[src/rtl/adc_if_pkg.sv]
// Shared types, frame geometry and control-word helper for the serial ADC interface.
package adc_if_pkg;

  typedef enum logic [1:0] {GAP, LEAD, SHIFT, TRAIL} state_t;

  localparam int unsigned FRAME_BITS   = 16;
  localparam int unsigned ADDR_MSB     = 13;
  localparam int unsigned ADDR_LSB     = 11;
  localparam int unsigned DATA_LSB_BIT = 0;
  localparam int unsigned LEAD_ZEROS   = 4;
  localparam int unsigned CH_W         = ADDR_MSB - ADDR_LSB + 1;
  localparam int unsigned RESULT_BITS  = FRAME_BITS - LEAD_ZEROS - DATA_LSB_BIT;

  // DIN word: channel address in the ADDR field, every other bit zero.
  function automatic logic [FRAME_BITS-1:0] ctrl_word(input logic [CH_W-1:0] ch);
    logic [FRAME_BITS-1:0] w;
    w = '0;
    w[ADDR_MSB:ADDR_LSB] = ch;
    return w;
  endfunction

endpackage

[src/rtl/adc_sclk_gen.sv]
// SCLK generator: CLK_DIV clks per half-period, idles high, with one-clk toggle strobes.
module adc_sclk_gen #(
  parameter int unsigned CLK_DIV = 8
) (
  input  logic clk,
  input  logic rst_n,
  input  logic en,
  input  logic hold_high,
  output logic sclk,
  output logic rise_c,
  output logic fall_c,
  output logic half_done_c
);

  localparam int unsigned CNT_W = $clog2(CLK_DIV);

  logic [CNT_W-1:0] cnt;

  // Strobes are true in the cycle whose closing edge toggles sclk.
  assign half_done_c = en && (cnt == CNT_W'(CLK_DIV - 1));
  assign fall_c      = half_done_c && sclk && !hold_high;
  assign rise_c      = half_done_c && !sclk;

  always_ff @(posedge clk or negedge rst_n) begin
    if (!rst_n) begin
      cnt  <= '0;
      sclk <= 1'b1;
    end else if (!en) begin
      cnt  <= '0;
      sclk <= 1'b1;
    end else begin
      cnt <= half_done_c ? '0 : cnt + CNT_W'(1);
      if (fall_c || rise_c) sclk <= ~sclk;
    end
  end

endmodule

[src/rtl/adc_interface.sv]
// SPI master for an 8-channel 12-bit ADC: continuous 16-SCLK frames, tagged samples
// with a one-clk valid strobe.
module adc_interface #(
  parameter int unsigned CLK_DIV = 8,
  parameter int unsigned GAP_CYC = 4,
  parameter int unsigned DATA_W  = 12
) (
  input  logic              clk,
  input  logic              rst_n,
  input  logic [2:0]        switches,
  input  logic              adc_dout,
  output logic              adc_cs,
  output logic              adc_sclk,
  output logic              adc_din,
  output logic [DATA_W-1:0] sample,
  output logic [2:0]        sample_ch,
  output logic              sample_valid
);

  import adc_if_pkg::*;

  localparam int unsigned CNT_MAX = (GAP_CYC > CLK_DIV) ? GAP_CYC : CLK_DIV;
  localparam int unsigned CNT_W   = $clog2(CNT_MAX);
  localparam int unsigned BIT_W   = $clog2(FRAME_BITS + 1);

  state_t                  state, state_nx;
  logic [CNT_W-1:0]        cnt, cnt_nx;
  logic [BIT_W-1:0]        bit_cnt, bit_cnt_nx;
  logic [CH_W-1:0]         cur_ch, cur_ch_nx, prev_ch, prev_ch_nx;
  logic [FRAME_BITS-1:0]   tx_sr, tx_sr_nx;
  logic [RESULT_BITS-1:0]  rx_sr, rx_sr_nx;
  logic                    adc_cs_nx, adc_din_nx, sample_valid_nx;
  logic [DATA_W-1:0]       sample_nx;
  logic [2:0]              sample_ch_nx;

  logic sclk_en_c, sclk_hold_c, sclk_rise_c, sclk_fall_c, sclk_half_c;

  // SCLK runs through LEAD (first high half) and SHIFT; it stays high after the 16th rise.
  assign sclk_en_c   = (state == LEAD) || (state == SHIFT);
  assign sclk_hold_c = (bit_cnt == BIT_W'(FRAME_BITS));

  adc_sclk_gen #(.CLK_DIV(CLK_DIV)) u_sclk (
    .clk         (clk),
    .rst_n       (rst_n),
    .en          (sclk_en_c),
    .hold_high   (sclk_hold_c),
    .sclk        (adc_sclk),
    .rise_c      (sclk_rise_c),
    .fall_c      (sclk_fall_c),
    .half_done_c (sclk_half_c)
  );

  always_ff @(posedge clk or negedge rst_n) begin
    if (!rst_n) begin
      state        <= GAP;
      cnt          <= '0;
      bit_cnt      <= '0;
      cur_ch       <= '0;
      prev_ch      <= '0;
      tx_sr        <= '0;
      rx_sr        <= '0;
      adc_cs       <= 1'b1;
      adc_din      <= 1'b0;
      sample       <= '0;
      sample_ch    <= '0;
      sample_valid <= 1'b0;
    end else begin
      state        <= state_nx;
      cnt          <= cnt_nx;
      bit_cnt      <= bit_cnt_nx;
      cur_ch       <= cur_ch_nx;
      prev_ch      <= prev_ch_nx;
      tx_sr        <= tx_sr_nx;
      rx_sr        <= rx_sr_nx;
      adc_cs       <= adc_cs_nx;
      adc_din      <= adc_din_nx;
      sample       <= sample_nx;
      sample_ch    <= sample_ch_nx;
      sample_valid <= sample_valid_nx;
    end
  end

  always_comb begin
    state_nx        = state;
    cnt_nx          = cnt;
    bit_cnt_nx      = bit_cnt;
    cur_ch_nx       = cur_ch;
    prev_ch_nx      = prev_ch;
    tx_sr_nx        = tx_sr;
    rx_sr_nx        = rx_sr;
    adc_cs_nx       = adc_cs;
    adc_din_nx      = adc_din;
    sample_nx       = sample;
    sample_ch_nx    = sample_ch;
    sample_valid_nx = 1'b0;

    case (state)
      GAP: begin
        if (cnt == CNT_W'(GAP_CYC - 1)) begin
          state_nx   = LEAD;
          cnt_nx     = '0;
          bit_cnt_nx = '0;
          cur_ch_nx  = switches;
          tx_sr_nx   = ctrl_word(switches);
          adc_cs_nx  = 1'b0;
        end else begin
          cnt_nx = cnt + CNT_W'(1);
        end
      end
      LEAD: begin
        if (sclk_fall_c) begin
          state_nx   = SHIFT;
          adc_din_nx = tx_sr[FRAME_BITS-1];
          tx_sr_nx   = {tx_sr[FRAME_BITS-2:0], 1'b0};
        end
      end
      SHIFT: begin
        if (sclk_fall_c) begin
          adc_din_nx = tx_sr[FRAME_BITS-1];
          tx_sr_nx   = {tx_sr[FRAME_BITS-2:0], 1'b0};
        end
        // The first LEAD_ZEROS returned bits are padding and never enter rx_sr.
        if (sclk_rise_c) begin
          bit_cnt_nx = bit_cnt + BIT_W'(1);
          if (bit_cnt >= BIT_W'(LEAD_ZEROS)) rx_sr_nx = {rx_sr[RESULT_BITS-2:0], adc_dout};
        end
        if (sclk_half_c && sclk_hold_c) begin
          state_nx = TRAIL;
          cnt_nx   = '0;
        end
      end
      TRAIL: begin
        if (cnt == CNT_W'(CLK_DIV - 1)) begin
          state_nx        = GAP;
          cnt_nx          = '0;
          adc_cs_nx       = 1'b1;
          sample_nx       = DATA_W'(rx_sr);
          sample_ch_nx    = prev_ch;
          prev_ch_nx      = cur_ch;
          sample_valid_nx = 1'b1;
        end else begin
          cnt_nx = cnt + CNT_W'(1);
        end
      end
      default: state_nx = GAP;
    endcase
  end

endmodule

[config.mk]
export PLATFORM = sky130hd
export DESIGN_NAME = adc_interface
export DESIGN_NICKNAME = d
export VERILOG_FILES = /design/src/rtl/adc_if_pkg.sv /design/src/rtl/adc_sclk_gen.sv /design/src/rtl/adc_interface.sv
export SDC_FILE = /design/constraint.sdc
export NUM_CORES = 1
export LEC_CHECK = 0
export BUFFER_PORTS_ARGS = -buffer_cell sky130_fd_sc_hd__buf_2
export CAP_MARGIN = 20
export CORE_UTILIZATION = 55
export DETAILED_ROUTE_END_ITERATION = 16
export PLACE_DENSITY = 0.81
export SLEW_MARGIN = 20
export SYNTH_ARGS = -nofsm -noshare
export SYNTH_HDL_FRONTEND = slang
export SYNTH_SLANG_ARGS = --single-unit
[constraint.sdc]
create_clock -name clk -period 5.16 [get_ports clk]
set_input_delay 1.032 -clock clk [delete_from_list [all_inputs] [get_ports clk]]
set_output_delay 1.032 -clock clk [all_outputs]
set_load 0.05 [all_outputs]
# Word level (Yosys, flattened, before mapping)
# Cells that the tools add are included.
# Widths: inputs -> output; s select.
# totals
register_bits,66
latchBits,0
ramBits,0
rom_bits,0
inputBits,6
out_inout_bits,19
elab_cells,81
n_memories,0
# classes
n_addsub,3
mul,0
n_div,0
magnitude_cmp,1
eq_ne,14
n_shift,0
n_mux,24
bitwise_logic,1
reduce_logical,24
# op_table
cell,n
$mux 16,2
$pmux 16 s2,1
$mux 3,5
$reduce_and 3->1,4
$mux 5,2
$pmux 5 s2,1
$pmux 3 s3,1
$mux 2,4
$ne 2x1->1 const B,4
$pmux 2 s4,1
$reduce_and 2->1,4
$add 3x1->3 const B,2
$eq 3x3->1 const B,2
$mux 1,6
$ne 2x2->1 const B,3
$reduce_bool 2->1,3
$add 5x1->5 const B,1
$eq 5x5->1 const B,1
$ge 5x3->1 const B,1
$logic_and 1x1->1,5
$eq 2x2->1 const B,2
$reduce_and 4->1,1
$eq 3x2->1 const B,1
$reduce_bool 3->1,1
other kinds (7),9

# Depth between registers and ports, before layout
# logic_depth
word_depth,8
ltp_mapped,7
mapped_depth_nobuf,6

# Modules after synthesis
# A second synthesis with hierarchy kept.
# hier_totals
hier_cells,192
area_unflattened_um2,2482.4
# by_module_without_submodules
module,n_inst,cells_per_inst,area_each_um2,seq_area_each_um2
adc_interface,1,176,2284.7,1277.5
adc_sclk_gen,1,16,197.7,101.3

# Worst setup path before layout
# No wires, ideal clock.
# synth_timing
path_type,reg-to-reg
start,reg state[0]
end,reg rx_sr[10]
setup_time_ns,0.125
t_arrival_ns,1.756
t_required_ns,5.035
path_slack_ns,3.280
path_stages_with_launch,7
path_buffers,1
synth_period_minus_slack_ns,1.880
path_cell_list,dfrtp_1 > inv_1 > ha_1 > and4b_4 > o31a_2 > buf_4 > mux2_2
# synth_between
elab_chain_cells,5
elab_cells_between_ends,6
classes_between,eq/ne (2); reduce/logical (4)
# synth_lines
element,line_no,source
"start, declared",adc_interface.sv:26,"state_t state, state_nx;"
"start signal, assigned",adc_interface.sv:68,state <= state_nx;
$eq 2x1->1 or $eq 2x2->1 (tied branches),"adc_interface.sv:39, adc_interface.sv:97",
$logic_or 1x1->1,adc_interface.sv:39,assign sclk_en_c = (state == LEAD) || (state == SHIFT);
$logic_and 1x1->1,adc_sclk_gen.sv:20,assign half_done_c = en && (cnt == CNT_W'(CLK_DIV - 1));
$logic_and 1x1->1,adc_sclk_gen.sv:22,assign rise_c = half_done_c && !sclk;
$reduce_and 3->1 (no line) *,n/a,
"end signal, assigned",adc_interface.sv:74,rx_sr <= rx_sr_nx;
"end, declared",adc_interface.sv:31,"logic [RESULT_BITS-1:0] rx_sr, rx_sr_nx;"
# Mark *: on every way between the ends. The rest lies on a longest branch, timed or not.
# A chain may end at the register's enable or synchronous reset.

# Worst setup path in the final report
# layout_timing
start,reg state[1]
end,reg rx_sr[11]
# Same word-level chain as after synthesis.

==> results_dict.tcl <==
set metrics [dict create \
    powerDensity_mw_per_mm2 263 \
    htree_levels 2 \
    crit_type "flop to flop" \
    utilization 0.634 \
    status "complete, no violations" \
    root_buffer "clkbuf_8" \
    irDropWorstVdd_mv 0.153 \
    yosys_register_bits 55 \
    placed_area_sq_mm 0.00264 \
    grtUsageTotal 0.185 \
    io_pins 25 \
    slew_viol_final 0 \
    synth.net_count 208 \
    hold_path.class "flop to flop" \
    synth_area_leader_cell "dfrtp_1" \
    seq_area_frac_synth 0.558 \
    grt_max_degree 56 \
    yosysWarnings 0 \
    maxSlewHeadroom 0.453 \
    start_kind "flop" \
    antenna_found_initial 0 \
    route.detailed.drc 0 \
    r2r_slack_ns 2.91 \
    hold_buffers 0 \
    fin_area_sq_mm 0.00274 \
    hold_violations 0 \
    crit_path_max_fanout 16 \
    fmax_mhz 444 \
    hpwl_um 2690 \
    fin_skew_ns 0.00659 \
    port_buffers 24 \
    coreArea_sq_mm 0.00432 \
    tightest_slew_ns 0.819 \
    die_y_um 69.0 \
    setup_viol 0 \
    min_period_ns 2.25 \
    cts.sinks 55 \
    ant_nets 0 \
    wl_um 3910 \
    detail_route.vias_per_cell 5.47 \
    rsz0062_at_grt "no" \
    avgRoutedWirePerCell_um 14.6 \
    cts_setup_buffers 0 \
    area_delta_synth_final_pct 10.9 \
    leakagePower_nw 1.44 \
    worstPathRequired_ns 5.36 \
    start_util 0.572 \
    dieArea_sq_mm 0.00477 \
    syn-instance-count 189 \
    post_cts_resize_count 0 \
    worst_ep_arrival_time_ns 2.45 \
    cp-end-kind "flop" \
    grt_overflow 0 \
    syn_area_sq_mm 0.00247 \
    firstDrtPassIters 4 \
    numCtsBuffers 5 \
    layout-drive-gt1-share 0.370 \
    insertion_delay_ns 0.30 \
    path_clk_slew_ns 0.09 \
    die_w_um 69.0 \
    num_rows 24 \
    setup_tns_ns 0 \
    period_share 0.437 \
    place_congestion 0.756 \
    drtIter0Drc 48 \
    yosys-top-cells-area "dfrtp_1, mux2_2, ha_1, dfstp_2, inv_1" \
    n_antenna_cell 0 \
    syn_area_per_cell_sq_um 13.1 \
    fin_nets 235 \
    num_vias 1465 \
    synth_top_area_frac 0.536 \
    clock_path_buffers 2 \
    cts_tree "yes" \
    grt_pass1_wl_um 6840 \
    maxCapViolations 0 \
    grt_pass1_vias 1415 \
    yosysUniqueCellTypes 32 \
]
## synth_stat cells (all sizes together)
master	count
dfrtp	53
mux2	41
ha	13
inv	12
nand2	10
o21ai	10
nor2	7
a21oi	4
mux2i	4
o211ai	4
buf	3
nand2b	3
nand3	3
and3b	2
clkbuf	2
dfstp	2
nor2b	2
or3	2
xor2	2
and3	1
and4b	1
and4bb	1
nand4b	1
nand4bb	1
nor3	1
nor3b	1
o22ai	1
o31a	1
o31ai	1
## routing by layer
layer	share of wire	global-route usage
met1	0.48	0.249
met2	0.48	0.293
met3	0.027	0.0439
met4	0.017	0.0680
met5	0	0
## report_power, final
part / total [W] / switching, W / internal (W)
clock: 0.000272 / 0.000129 / 0.000142
sequential: 0.000434 / 0.00000104 / 0.000433
combinational: 0.0000152 / 0.0000114 / 0.00000378
total: 0.000721 / 0.000142 / 0.000579
## path summary, 6_finish.rpt
check,start,end,cells after the start
max,state[1]$_DFFE_PN0P_,rx_sr[11]$_DFFE_PN0P_,5
min,u_sclk.cnt[0]$_DFF_PN0_,u_sclk.cnt[0]$_DFF_PN0_,1
max reg2reg,state[1]$_DFFE_PN0P_,rx_sr[11]$_DFFE_PN0P_,5
min reg2reg,u_sclk.cnt[0]$_DFF_PN0_,u_sclk.cnt[0]$_DFF_PN0_,1
max in group asynchronous,rst_n,sample[3]$_DFFE_PN0P_,2
min in group asynchronous,rst_n,u_sclk.cnt[2]$_DFF_PN0_,2
## sequential cells by signal, indices dropped and copies added (netlist names)
name          flops
bit_cnt           5
adc_cs            1
state             2
u_sclk.cnt        3
adc_din           1
cnt               3
rx_sr            12
sample_valid      1
sample           12
u_sclk.sclk       1
tx_sr             5
sample_ch         3
cur_ch            3
prev_ch           3
## critical path, cell delays in order (launching register included)
cell	delay, ns
dfrtp_1	0.40
inv_1	0.10
ha_1	0.60
and4b_4	0.34
o31a_2	0.32
mux2_2	0.38
## cell usage in the layout (no fill, tap or decap), drive strengths merged, types with 6 or more instances in the layout
cell	count
buf	25
clkbuf	6
dfrtp	53
ha	13
inv	12
mux2	41
nand2	10
nor2	7
o21ai	10
## cell type report
type                    count  area, sq um
clock inverters             1         30.0
fillers                   334         1580
clock buffers               6         72.6
well taps                  52         65.1
repair buffers             25          128
multi-input cells         117         1020
inverters                  12         45.0
flip-flops and latches     55         1380
## cells by family (layout without fill, tap and decap cells)
group | Yosys count | in the layout | share of synthesized area
flip-flops | 55 | 55 | 0.558
multiplexers | 45 | 45 | 0.203
AND/OR/NAND/NOR | 36 | 36 | 0.0830
AO/OA/AOI/OAI | 21 | 21 | 0.0552
buffers and inverters | 17 | 44 | 0.0283
adder cells (fa/ha/maj) | 13 | 13 | 0.0658
XOR/XNOR | 2 | 2 | 0.00709
## per-stage QoR
stage / hold slack, ns / instances / setup WS, ns / total power (W)
4_1_cts: 0.456 / 268 / 2.90 / 0.000730
2_1_floorplan: 0.416 / 189 / 3.28 / 0.000446
6_report: 0.450 / 268 / 2.91 / 0.000721
3_3_place_gp: 0.435 / 261 / 3.00 / 0.000458
3_5_place_dp: 0.443 / 261 / 2.92 / 0.000459
5_1_grt: 0.477 / 268 / 2.78 / 0.000747
No activity file was read; power rests on OpenSTA's default activity.
